==> config.mk <==
export PLATFORM = sky130hd
export DESIGN_NAME = dsp_addsub_arbiter
export DESIGN_NICKNAME = d
export VERILOG_FILES = /design/src/rtl/dsp_addsub_arbiter.sv
export SDC_FILE = /design/constraint.sdc
export NUM_CORES = 1
export LEC_CHECK = 0
export CORE_AREA = 2 2 123 125
export CTS_BUF_LIST = sky130_fd_sc_hd__clkbuf_16
export CTS_CLUSTER_DIAMETER = 80
export DETAILED_ROUTE_END_ITERATION = 16
export DIE_AREA = 0 0 125 127
export PLACE_DENSITY = 0.68
export SLEW_MARGIN = 20
export SYNTH_ARGS = -nofsm -noshare
export SYNTH_HDL_FRONTEND = slang
export SYNTH_SLANG_ARGS = --single-unit
==> constraint.sdc <==
create_clock -name clk -period 4.3 [get_ports clk]
set_input_delay 1.29 -clock clk [delete_from_list [all_inputs] [get_ports clk]]
set_output_delay 1.29 -clock clk [all_outputs]
set_load 0.1 [all_outputs]
==> src/rtl/dsp_addsub_arbiter.sv <==
// Round-robin arbiter sharing one combinational 32-bit DSP add/sub between two
// requesters, with a registered result slot per requester and a contention counter.
module dsp_addsub_arbiter #(
    parameter int unsigned WIDTH = 32,
    parameter int unsigned CNT_W = 16
) (
    input  logic             clk,
    input  logic             reset,

    input  logic             req0_valid,
    output logic             req0_ready,
    input  logic [WIDTH-1:0] req0_a,
    input  logic [WIDTH-1:0] req0_b,
    input  logic             req0_sub,

    input  logic             req1_valid,
    output logic             req1_ready,
    input  logic [WIDTH-1:0] req1_a,
    input  logic [WIDTH-1:0] req1_b,
    input  logic             req1_sub,

    output logic             rsp0_valid,
    input  logic             rsp0_ready,
    output logic [WIDTH-1:0] rsp0_data,
    output logic             rsp0_carry,

    output logic             rsp1_valid,
    input  logic             rsp1_ready,
    output logic [WIDTH-1:0] rsp1_data,
    output logic             rsp1_carry,

    output logic [WIDTH-1:0] dsp_input1,
    output logic [WIDTH-1:0] dsp_input2,
    output logic             dsp_sub,
    input  logic [WIDTH-1:0] dsp_out,
    input  logic             dsp_carry,

    output logic [CNT_W-1:0] contention_cnt
);

    localparam int unsigned INC_W = 2;

    logic             elig0;
    logic             elig1;
    logic             grant0;
    logic             grant1;
    logic             last_grant;
    logic [INC_W-1:0] cont_inc;
    logic [CNT_W:0]   cnt_sum;
    logic [CNT_W-1:0] cnt_next;

    // A full result slot blocks only its own requester; nothing is granted during reset.
    always_comb begin
        elig0 = 1'b0;
        elig1 = 1'b0;
        if (!reset) begin
            elig0 = req0_valid && (!rsp0_valid || rsp0_ready);
            elig1 = req1_valid && (!rsp1_valid || rsp1_ready);
        end
    end

    // On conflict the requester that did not win most recently gets the DSP.
    always_comb begin
        grant0 = 1'b0;
        grant1 = 1'b0;
        if (elig0 && elig1) begin
            if (last_grant) begin
                grant0 = 1'b1;
            end else begin
                grant1 = 1'b1;
            end
        end else begin
            grant0 = elig0;
            grant1 = elig1;
        end
    end

    assign req0_ready = grant0;
    assign req1_ready = grant1;

    always_comb begin
        dsp_input1 = '0;
        dsp_input2 = '0;
        dsp_sub    = 1'b0;
        if (grant0) begin
            dsp_input1 = req0_a;
            dsp_input2 = req0_b;
            dsp_sub    = req0_sub;
        end else if (grant1) begin
            dsp_input1 = req1_a;
            dsp_input2 = req1_b;
            dsp_sub    = req1_sub;
        end
    end

    always_ff @(posedge clk) begin
        if (reset) begin
            last_grant <= 1'b1;
        end else if (grant0) begin
            last_grant <= 1'b0;
        end else if (grant1) begin
            last_grant <= 1'b1;
        end
    end

    // Result slot 0: new accept overrides consume, so throughput stays 1/cycle.
    always_ff @(posedge clk) begin
        if (reset) begin
            rsp0_valid <= 1'b0;
            rsp0_data  <= '0;
            rsp0_carry <= 1'b0;
        end else if (grant0) begin
            rsp0_valid <= 1'b1;
            rsp0_data  <= dsp_out;
            rsp0_carry <= dsp_carry;
        end else if (rsp0_ready) begin
            rsp0_valid <= 1'b0;
        end
    end

    always_ff @(posedge clk) begin
        if (reset) begin
            rsp1_valid <= 1'b0;
            rsp1_data  <= '0;
            rsp1_carry <= 1'b0;
        end else if (grant1) begin
            rsp1_valid <= 1'b1;
            rsp1_data  <= dsp_out;
            rsp1_carry <= dsp_carry;
        end else if (rsp1_ready) begin
            rsp1_valid <= 1'b0;
        end
    end

    // Saturating add of 0..2 waiting requesters; the extra sum bit flags overflow.
    always_comb begin
        cont_inc = INC_W'(req0_valid && !grant0) + INC_W'(req1_valid && !grant1);
        cnt_sum  = {1'b0, contention_cnt} + (CNT_W+1)'(cont_inc);
        cnt_next = cnt_sum[CNT_W] ? {CNT_W{1'b1}} : cnt_sum[CNT_W-1:0];
    end

    always_ff @(posedge clk) begin
        if (reset) begin
            contention_cnt <= '0;
        end else begin
            contention_cnt <= cnt_next;
        end
    end

endmodule

==> metrics.md, run 1 <==
| Metric | Value |
|---|---|
| Slowest cell delay on critical path | `0.27 ns` |
| Hpwl dp | `13.0 mm` |
| GRT Residual Overflow | `0` |
| First drt pass iteration count | `4` |
| Slew Viols, Final | `0` |
| Synth cell types | `37` |
| Routability cong. | `0.957` |
| Final hold viol count | `0` |
| Clock buffer depth | `2` |
| Total clock sinks | `85` |
| Post-Route WL | `17.5 mm` |
| Main area contributors after synthesis | `dfxtp_1 (44%), a22o_1 (22%), mux2_2 (9.7%)` |
| Total track usage | `0.210` |
| H-tree levels | `3` |
| Met2 Use GR | `0.386` |
| Setup_tns | `0 ns` |
| Fin area | `8530 um^2` |
| Pre-CTS WS | `-0.101 ns` |
| Worst Setup SP | `rsp0_ready` |
| Clock Root Buffer | `clkbuf_16` |
| Tcrit/Tclk final | `0.987` |
| Max FO, Critical Path | `7` |
| Peak supply drop | `336 uV` |
| First-pass GRT wire length | `25.7 mm` |
| # setup viols final | `0` |
| Drt initial violations | `142` |
| Status | `finished clean` |
| Number of flops mapped to enable cells by yosys | `0` |
| CTS Buf Count | `9` |
| Final WS setup | `0.0579 ns` |
| FF+latch count, synth | `85` |
| Worst skew pair latency | `0.34 ns` |
| Starting Density | `0.266` |
| Cell Area, Synth | `3840 um^2` |
| Pin count of the biggest net entering global routing | `50` |
| Syn Area/Cell | `10.7 um^2` |
| Crit-path slowest cell | `nor2b_4` |
| DIE AREA | `15900 um^2` |
| GR Layer Usage met1 | `0.224` |
| Hold buffers post-CTS | `0` |
| Initial antenna violation count | `8` |
| Layout area overhead | `122%` |
| Nets | `855` |
| Crit Reg-Reg Startpoint | `rsp1_valid` |
| Worst endpoint data arrival time | `2.95 ns` |
| Max Cap Viol | `0` |
| CP Launch Type | `input pin` |
| Layout cells sized above 1 | `0.241` |
| Least-Margin Pin Slew | `1.04 ns` |
| I/O Buffers | `319` |
| Clock transition at path regs | `0.06 ns` |
| # IOs | `320` |
| LEAKAGE | `3.33 nW` |
| Critical path's top delay family | `buffers and inverters` |
| WP data required | `3.01 ns` |
| Vias in the first global route | `4387` |
| Ys flop type | `dfxtp_1` |
| Yosys top cell area share | `0.444` |
| Global routing usage on met3 | `0.0519` |
| Routed vias/inst | `4.88` |
| Crit path kind | `in -> out` |
| Rel. slew slack | `0.306` |
| DRC viols | `0` |
| Clk_skew | `0.00610 ns` |
| Hold Crit Start | `rsp1_data[13]` |
| Worst Path Buf+Inv | `4` |
| Vias | `4296` |
| Syn Nets | `531` |
| Rows | `44` |
| DR WL/cell | `19.9 um` |
| Die Width | `125 um` |
| Crit path time final | `4.24 ns` |
| Post-placement cell area | `7880 um^2` |
| Tot Pwr | `3.17 mW` |
| RSZ-0062 raised after global routing | `true` |
| Async S/R FF share, synth | `0` |
| Reg-to-reg setup timing slack | `1.17 ns` |
| ANT nets after route | `0` |
| Pwr/cell area | `372 nW/um^2` |
| Largest area contributor in the netlist | `dfxtp_1` |
| Worst hold slack | `0.473 ns` |
| Register area share after synthesis | `0.444` |
| Die Ht | `127 um` |
| Busiest grt layer | `met2` |
| Max Fclk | `236 MHz` |
| Yosys synthesis warning count | `0` |
| Floorplan core area | `14400 um^2` |
| Cells after Synth | `360` |
| TritonCTS clock tree | `yes` |
| HP Class | `reg -> reg` |
| CP Capture Type | `output port` |
| Critical path cell sequence | `dlygate4sd2_1, nand2b_4, a311oi_2, nor2b_4, buf_6, bufbuf_16, a22o_1, buf_12` |
## synth_stat cells, drive strengths merged (2+ instances only)
| cell | n |
|---|---|
| a21oi | 12 |
| a22o | 98 |
| a311oi | 2 |
| a31oi | 4 |
| and3 | 2 |
| buf | 24 |
| clkbuf | 8 |
| dfxtp | 85 |
| inv | 6 |
| mux2 | 33 |
| nand2 | 8 |
| nand3 | 3 |
| nand4 | 5 |
| nor2 | 5 |
| nor2b | 37 |
| nor3 | 6 |
| nor4 | 2 |
| o21bai | 2 |
| xnor2 | 7 |
## area by class of cell
| type | instances | area [um^2] |
|---|---|---|
| tap | 184 | 230 |
| sequential | 85 | 1700 |
| inverter | 6 | 22.5 |
| clock buffer | 9 | 225 |
| antenna | 8 | 20.0 |
| multi-input combinational | 237 | 2000 |
| timing repair buffer | 345 | 4230 |
| fill | 1197 | 5890 |
| clock inverter | 7 | 98.8 |
## cell families after synthesis
logic type	synth area share
AO/OA/AOI/OAI	0.264
AND/OR/NAND/NOR	0.114
flip-flops	0.444
XOR/XNOR	0.0183
multiplexers	0.0969
buffers and inverters	0.0554
adder cells (fa/ha/maj)	0.00848
## worst reg2reg max path, cell delays in order (launching register included)
cell and delay [ns]:
dfxtp_1 0.31, nor2b_2 0.17, a311oi_2 0.29, nor2b_4 0.27
buf_4 0.14, buf_4 0.11, buf_12 0.16, nor2_1 0.07
fa_1 0.43, ha_1 0.25, nand4_1 0.21, or3_1 0.46
a21oi_1 0.13
## per-layer routing
metal  part of all wire  wire (um)
met1               0.38       6580
met2               0.53       9290
met3              0.060       1050
met4              0.032        558
met5            0.00074         13
## power breakdown
group	internal, mW	switching [mW]
sequential	0.842	0.0310
clock	0.511	0.316
combinational	0.530	0.941
total	1.88	1.29
## cells in the final DEF (no fill, tap or decap), types with 9 or more instances in the layout
master and instances:
clkdlybuf4s50_1 247, mux2_2 33, a22o_1 86, clkbuf_16 9
buf_4 13, buf_12 72, nor2b_1 35, a21oi_1 11
dfxtp_1 85
## timing repair
action / 4_1_cts / 5_1_grt
resized for setup: 15 / 6
setup buffers: 6 / 2
pin swaps: 5 / 1
setup endpoints to repair: 65 / 14
gates cloned: 5 / 0
## per-stage QoR
step	util	cells
CTS	0.586	871
finish	0.592	881
global placement	0.546	844
floorplan	-	360
global route	0.592	881
detailed placement	0.546	844
## final timing paths
path	end	cells after the start
max	dsp_input2[12]	8
min	rsp1_data[13]	1
max reg2reg	contention_cnt[4]	12
min reg2reg	rsp1_data[13]	1
## flip-flops by register name, indices dropped and copies added, names as in the netlist
register	flops
rsp0_carry	1
rsp0_data	32
rsp1_data	32
rsp0_valid	1
contention_cnt	16
rsp1_valid	1
last_grant	1
rsp1_carry	1
Note: power is estimated with default switching activity, not from simulation.
==> run 2: changes to the inputs <==
--- a/config.mk
+++ b/config.mk
@@ -5,12 +5,12 @@
 export SDC_FILE = /design/constraint.sdc
 export NUM_CORES = 1
 export LEC_CHECK = 0
-export CORE_AREA = 2 2 123 125
+export CORE_MARGIN = 5
+export CORE_UTILIZATION = 30
 export CTS_BUF_LIST = sky130_fd_sc_hd__clkbuf_16
 export CTS_CLUSTER_DIAMETER = 80
 export DETAILED_ROUTE_END_ITERATION = 16
-export DIE_AREA = 0 0 125 127
-export PLACE_DENSITY = 0.68
+export PLACE_DENSITY = 0.76
 export SLEW_MARGIN = 20
 export SYNTH_ARGS = -nofsm -noshare
 export SYNTH_HDL_FRONTEND = slang
==> run 2 against run 1 <==
First-iteration DRC count up 36%. Sequential share of layout area down 0.83 points. Critical path depth unchanged. Combinational power rose by 4%. Clock-buffer cell count unchanged. Sequential cell count stayed put. Non-clock buffer count grew 1. Die area shrank 4.6%. Wire length increased by 14%. Sequential power is essentially flat. Fmax is 6.1% higher. Hold slack better by 0.0036 ns. Critical endpoint is now dsp_input2[30].
==> metrics.md, run 2 (synthesis gave the netlist of run 1 again) <==
| Metric | Value |
|---|---|
| CP Launch Type | `input pin` |
| Layout cells sized above 1 | `0.294 (+0.0533)` |
| Hold Path Cell Cnt | `1 (unchanged)` |
| Routed vias/inst | `5.18 (+6.3%)` |
| Max Cap Viol | `0 (unchanged)` |
| Crit path kind | `in -> out` |
| Max FO, Critical Path | `6 (-1)` |
| DIE AREA | `15100 um^2 (-4.6%)` |
| Clk_skew | `0.00363 ns (-0.00247 ns)` |
| HP Class | `reg -> reg` |
| Clock transition at path regs | `0.06 ns (about the same)` |
| Drt initial violations | `193 (+36%)` |
| Total clock sinks | `85 (unchanged)` |
| Layout area overhead | `132%` |
| # IOs | `320 (unchanged)` |
| Worst Setup SP | `rsp0_ready` |
| Nets | `856 (+0.12%)` |
| RSZ-0062 raised after global routing | `false` |
| H-tree levels | `3 (unchanged)` |
| Crit path time final | `4.00 ns (-0.246 ns)` |
| Setup_tns | `0 ns (unchanged)` |
| # setup viols final | `0 (unchanged)` |
| Clock Root Buffer | `clkbuf_16` |
| I/O Buffers | `319 (unchanged)` |
| Die Ht | `123 um (-3.1%)` |
| Vias | `4477 (+4.2%)` |
| Most common cell after layout, fill and taps aside | `clkdlybuf4s50_1` |
| Total track usage | `0.225 (+0.0150)` |
| GRT Residual Overflow | `0 (unchanged)` |
| Clock buffer depth | `2 (unchanged)` |
| Tcrit/Tclk final | `0.929 (-0.0571)` |
| CTS Buf Count | `9 (unchanged)` |
| Worst endpoint data arrival time | `2.71 ns (-0.24 ns)` |
| Reg-to-reg setup timing slack | `1.45 ns (+0.28 ns)` |
| CP Capture Type | `output port` |
| RR Endpoint | `contention_cnt[14]` |
| Max Fclk | `250 MHz (+6.1%)` |
| Tot Pwr | `3.34 mW (+5.2%)` |
| Die Width | `123 um (-1.5%)` |
| Post-Route WL | `20.0 mm (+14%)` |
| Status | `finished clean` |
| Vias in the first global route | `4413 (+0.59%)` |
| Crit Reg-Reg Startpoint | `rsp1_valid` |
| Routability cong. | `1.00 (+4.6%)` |
| Final hold viol count | `0 (unchanged)` |
| LEAKAGE | `3.57 nW (+7.4%)` |
| Peak supply drop | `318 uV (-5.2%)` |
| Rows | `41 (-6.8%)` |
| DRC viols | `0 (unchanged)` |
| First-pass GRT wire length | `25.9 mm (+0.64%)` |
| R2R depth | `13 (+1)` |
| Final WS setup | `0.304 ns (+0.246 ns)` |
| Hold buffers post-CTS | `0 (unchanged)` |
| Pin count of the biggest net entering global routing | `59 (+18%)` |
| First drt pass iteration count | `4 (unchanged)` |
| Hpwl dp | `14.6 mm (+12%)` |
| Starting Density | `0.305 (+0.0393)` |
| Worst skew pair latency | `0.32 ns (-0.02 ns)` |
| Rel. slew slack | `0.263 (-0.0439)` |
| Hold endpoint | `rsp1_data[6]` |
| ANT nets after route | `0 (unchanged)` |
| Biggest regs | `rsp0_data: 32 flops, rsp1_data: 32 flops, contention_cnt: 16 flops` |
| Pre-CTS WS | `-0.0725 ns (+0.0285 ns)` |
| Slew Viols, Final | `0 (unchanged)` |
| TritonCTS clock tree | `yes` |
| Most used cells in the layout excluding fill and tap cells | `clkdlybuf4s50_1 (247), dfxtp_1 (85), buf_12 (70), a22o_1 (50), a22o_4 (40)` |
| Floorplan core area | `12600 um^2 (-13%)` |
| Hold Crit Start | `rsp1_data[6]` |
| WP data required | `3.01 ns (about the same)` |
| Pwr/cell area | `375 nW/um^2 (+0.85%)` |
| DR WL/cell | `23.1 um (+16%)` |
| Least-Margin Pin Slew | `1.10 ns (+0.0657 ns)` |
| Initial antenna violation count | `2 (-6)` |
run 2: changes by cell type in the layout (fill, tap and decap cells not counted), moves of 4 or more:
cell | before | now
clkbuf_16 | 9 | 16
a22o_1 | 86 | 50
a22o_4 | 6 | 40
diode_2 | 8 | 2
dlymetal6s2s_1 | 0 | 4
dlygate4sd2_1 | 4 | 0
run 2: how the worst max path moves through the flow:
stage | end | cells after the start | slack, ns
after floorplan | dsp_input1[31] | 6 | 0.04
after global routing | dsp_input2[5] | 8 | 0.23
final | dsp_input2[30] | 8 | 0.30
after detailed placement | dsp_input2[29] | 7 | -0.07
after CTS | dsp_input2[8] | 8 | -0.03
after global placement | dsp_input2[29] | 7 | -0.06
run 2: where the power goes:
| group | switching [mW] | internal [mW] | leakage (nW) |
|---|---|---|---|
| registers | 0.0330 | 0.842 | 0.697 |
| logic | 0.974 | 0.559 | 2.70 |
| clock network | 0.305 | 0.624 | 0.175 |
| total | 1.31 | 2.03 | 3.57 |
run 2: area by class of cell:
| type | instances | area (um^2) |
|---|---|---|
| clock buffers | 9 | 225 |
| repair buffers | 346 | 4270 |
| well taps | 172 | 215 |
| diodes | 2 | 5.00 |
| multi-input cells | 237 | 2320 |
| fillers | 842 | 3660 |
| clock inverters | 7 | 136 |
| flip-flops and latches | 85 | 1700 |
| inverters | 6 | 22.5 |
run 2: worst max-delay path, stage by stage:
cell and delay (ns):
dlymetal6s2s_1 0.12, nand2b_4 0.16, a311oi_4 0.22, nor2b_4 0.24, buf_6 0.16, clkbuf_16 0.16
a22o_1 0.18, buf_12 0.18
run 2: repair_timing:
action | in CTS | in global routing
setup buffers | 2 | 4
cloned | 1 | 8
endpoints found under the hold margin | 0 | 0
endpoints found under the setup margin | 49 | 65
gates resized for setup | 5 | 54
pin swaps | 4 | 7
run 2: stage by stage:
stage	util	area (um^2)	cells	hold slack, ns
floorplan	-	3850	360	0.449
global placement	0.626	7870	831	0.454
detailed placement	0.626	7870	831	0.459
CTS	0.662	8330	850	0.479
global route	0.709	8900	864	0.493
finish	0.709	8900	864	0.476
run 2: routing by layer:
metal | track usage | vias to the layer above | routed length, um
met2 | 0.400 | 248 | 10200
met1 | 0.248 | 2176 | 7390
met5 | 0 | - | 0
met3 | 0.0709 | 47 | 1600
li1 | - | 2006 | -
met4 | 0.0886 | 0 | 784
==> run 3: changes to the inputs <==
==> config.mk (replaced) <==
export PLATFORM = sky130hd
export DESIGN_NAME = dsp_addsub_arbiter
export DESIGN_NICKNAME = d
export VERILOG_FILES = /design/src/rtl/dsp_addsub_arbiter.sv
export SDC_FILE = /design/constraint.sdc
export NUM_CORES = 1
export LEC_CHECK = 0
export CORE_AREA = 2 2 123 125
export CTS_BUF_LIST = sky130_fd_sc_hd__clkbuf_16
export CTS_CLUSTER_DIAMETER = 80
export DETAILED_ROUTE_END_ITERATION = 16
export DIE_AREA = 0 0 125 127
export PLACE_DENSITY = 0.68
export SLEW_MARGIN = 40
export SYNTH_ARGS = -nofsm -noshare
export SYNTH_HDL_FRONTEND = slang
export SYNTH_SLANG_ARGS = --single-unit
==> run 3 against run 2 <==
Non-clock buffer count is 10 higher. Wire length is 12% lower. Utilization is 14 points lower. Total power is 5.4% lower. Critical path type unchanged. Largest cell class unchanged. Highest routed layer unchanged.
==> metrics.md, run 3 (synthesis gave the netlist of run 1 again) <==
| Metric | Value |
|---|---|
| Routed vias/inst | `4.90 (-5.4%)` |
| Clk_skew | `0.00816 ns (+0.00453 ns)` |
| Hold buffers post-CTS | `0 (unchanged)` |
| Hpwl dp | `13.0 mm (-11%)` |
| Internal Power | `1.85 mW (-8.6%)` |
| Net load switching power | `1.31 mW (-0.51%)` |
| Vias | `4357 (-2.7%)` |
| Initial antenna violation count | `6 (+4)` |
| Total track usage | `0.211 (-0.0134)` |
| CTS Buf Count | `9 (unchanged)` |
| GRT Residual Overflow | `0 (unchanged)` |
| HP Class | `reg -> reg` |
| Least-Margin Pin Slew | `0.550 ns (-0.552 ns)` |
| Comb pwr share | `0.456 (-0.003)` |
| Tcrit/Tclk final | `0.984 (+0.0546)` |
| Clock transition at path regs | `0.06 ns (about the same)` |
| Pwr/cell area | `383 nW/um^2 (+2.3%)` |
| LEAKAGE | `3.54 nW (-0.92%)` |
| # IOs | `320 (unchanged)` |
| H-tree levels | `3 (unchanged)` |
| Peak supply drop | `252 uV (-21%)` |
| Clock buffer depth | `2 (unchanged)` |
| WP data required | `3.01 ns (about the same)` |
| Reg-to-reg setup timing slack | `1.28 ns (-0.17 ns)` |
| Worst skew pair latency | `0.33 ns (about the same)` |
| Layout area overhead | `115%` |
| CP Capture Type | `output port` |
| Die Width | `125 um (+1.6%)` |
| Sw Share | `0.413 (+0.0204)` |
| # setup viols final | `0 (unchanged)` |
| FF/Latch Area | `1700 um^2 (unchanged)` |
| Pin count of the biggest net entering global routing | `50 (-15%)` |
| Setup_tns | `0 ns (unchanged)` |
| Max Cap Viol | `0 (unchanged)` |
| Fill cell count | `1253 (+49%)` |
| First-pass GRT wire length | `26.1 mm (+0.85%)` |
| Total clock sinks | `85 (unchanged)` |
| Die Ht | `127 um (+3.2%)` |
| CP Launch Type | `input pin` |
| Post-route core utilization | `0.571 (-0.137)` |
| Nets | `866 (+1.2%)` |
| Biggest regs | `rsp0_data: 32 flops, rsp1_data: 32 flops, contention_cnt: 16 flops` |
| Post-placement cell area | `7460 um^2 (-5.2%)` |
| DIE AREA | `15900 um^2 (+4.8%)` |
| Tot Pwr | `3.16 mW (-5.4%)` |
| Rel. slew slack | `0.633 (+0.371)` |
| Drt initial violations | `183 (-5.2%)` |
| Fin area | `8240 um^2 (-7.5%)` |
| Seq pwr share | `0.276 (+0.014)` |
| R2R depth | `11 (-2)` |
| DR WL/cell | `19.8 um (-14%)` |
| Max FO, Critical Path | `15 (+9)` |
| Vias in the first global route | `4421 (+0.18%)` |
| I/O Buffers | `319 (unchanged)` |
| Most used cells in the layout excluding fill and tap cells | `clkdlybuf4s50_1 (163), dfxtp_1 (85), buf_2 (85), a22o_1 (82), buf_12 (73)` |
| Post-Route WL | `17.6 mm (-12%)` |
| Status | `finished clean` |
| DRC viols | `0 (unchanged)` |
| Clock Root Buffer | `clkbuf_16` |
| Layout cells sized above 1 | `0.381 (+0.0872)` |
| Slew Viols, Final | `0 (unchanged)` |
| Routability cong. | `0.957 (-4.4%)` |
| Most common cell after layout, fill and taps aside | `clkdlybuf4s50_1` |
| Final hold viol count | `0 (unchanged)` |
| Crit path kind | `in -> out` |
| Floorplan core area | `14400 um^2 (+15%)` |
| Rows | `44 (+7.3%)` |
| Hold Path Cell Cnt | `1 (unchanged)` |
| TritonCTS clock tree | `yes` |
| Crit path time final | `4.23 ns (+0.235 ns)` |
| Worst endpoint data arrival time | `2.94 ns (+0.23 ns)` |
| Multi-input combinational cell area | `2030 um^2 (-13%)` |
| Starting Density | `0.266 (-0.0393)` |
| Power share of the clock group | `0.268 (-0.010)` |
| First drt pass iteration count | `5 (+1)` |
| Max Fclk | `236 MHz (-5.5%)` |
| ANT nets after route | `0 (unchanged)` |
run 3: path summary, 6_finish.rpt:
| kind | endpoint | start |
|---|---|---|
| worst max register to register | contention_cnt[4] | rsp1_valid |
| worst min-delay path | rsp1_data[25] | rsp1_data[25] |
| worst min register to register | rsp1_data[25] | rsp1_data[25] |
| worst max-delay path | dsp_input2[21] | rsp1_ready |
run 3: area by class of cell:
| cell class | instances | area share |
|---|---|---|
| diodes | 5 | 0.00152 |
| clock buffers | 9 | 0.0273 |
| clock inverters | 7 | 0.0126 |
| inverters | 6 | 0.00273 |
| multi-input cells | 237 | 0.246 |
| flip-flops and latches | 85 | 0.207 |
| well taps | 184 | 0.0280 |
| repair buffers | 356 | 0.475 |
run 3: power groups by stage:
stage	logic, mW	registers [mW]	clock network [mW]
global placement	1.42	0.888	0
CTS	1.44	0.871	0.863
global route	1.48	0.878	0.901
finish	1.44	0.871	0.846
detailed placement	1.38	0.887	0
floorplan	0.520	1.27	0
run 3: timing repair:
action / in CTS / in global routing
cloned: 5 / 0
setup endpoints to repair: 65 / 1
gates resized for setup: 27 / 0
pin swaps: 14 / 0
setup buffers: 17 / 2
run 3: per-layer routing:
layer	global-route usage	share of wire	vias up
met5	0	0	-
met2	0.387	0.53	201
met4	0.101	0.035	0
met1	0.231	0.37	2089
met3	0.0490	0.065	33
li1	-	-	2034
run 3: through the flow:
step / setup slack, ns / instances / hold WS (ns)
global placement: -0.0962 / 844 / 0.456
finish: 0.0689 / 889 / 0.470
global route: -0.0139 / 889 / 0.484
detailed placement: -0.0967 / 844 / 0.451
CTS: 0.105 / 882 / 0.473
floorplan: 0.0402 / 360 / 0.449
run 3: critical path, cell delays in order:
cell and delay [ns]:
dlygate4sd2_1 0.24, nor2b_2 0.19, buf_4 0.15, nor3_2 0.04, nor3_4 0.21, buf_6 0.15, buf_4 0.13, buf_16 0.14
a22o_1 0.20, buf_12 0.18
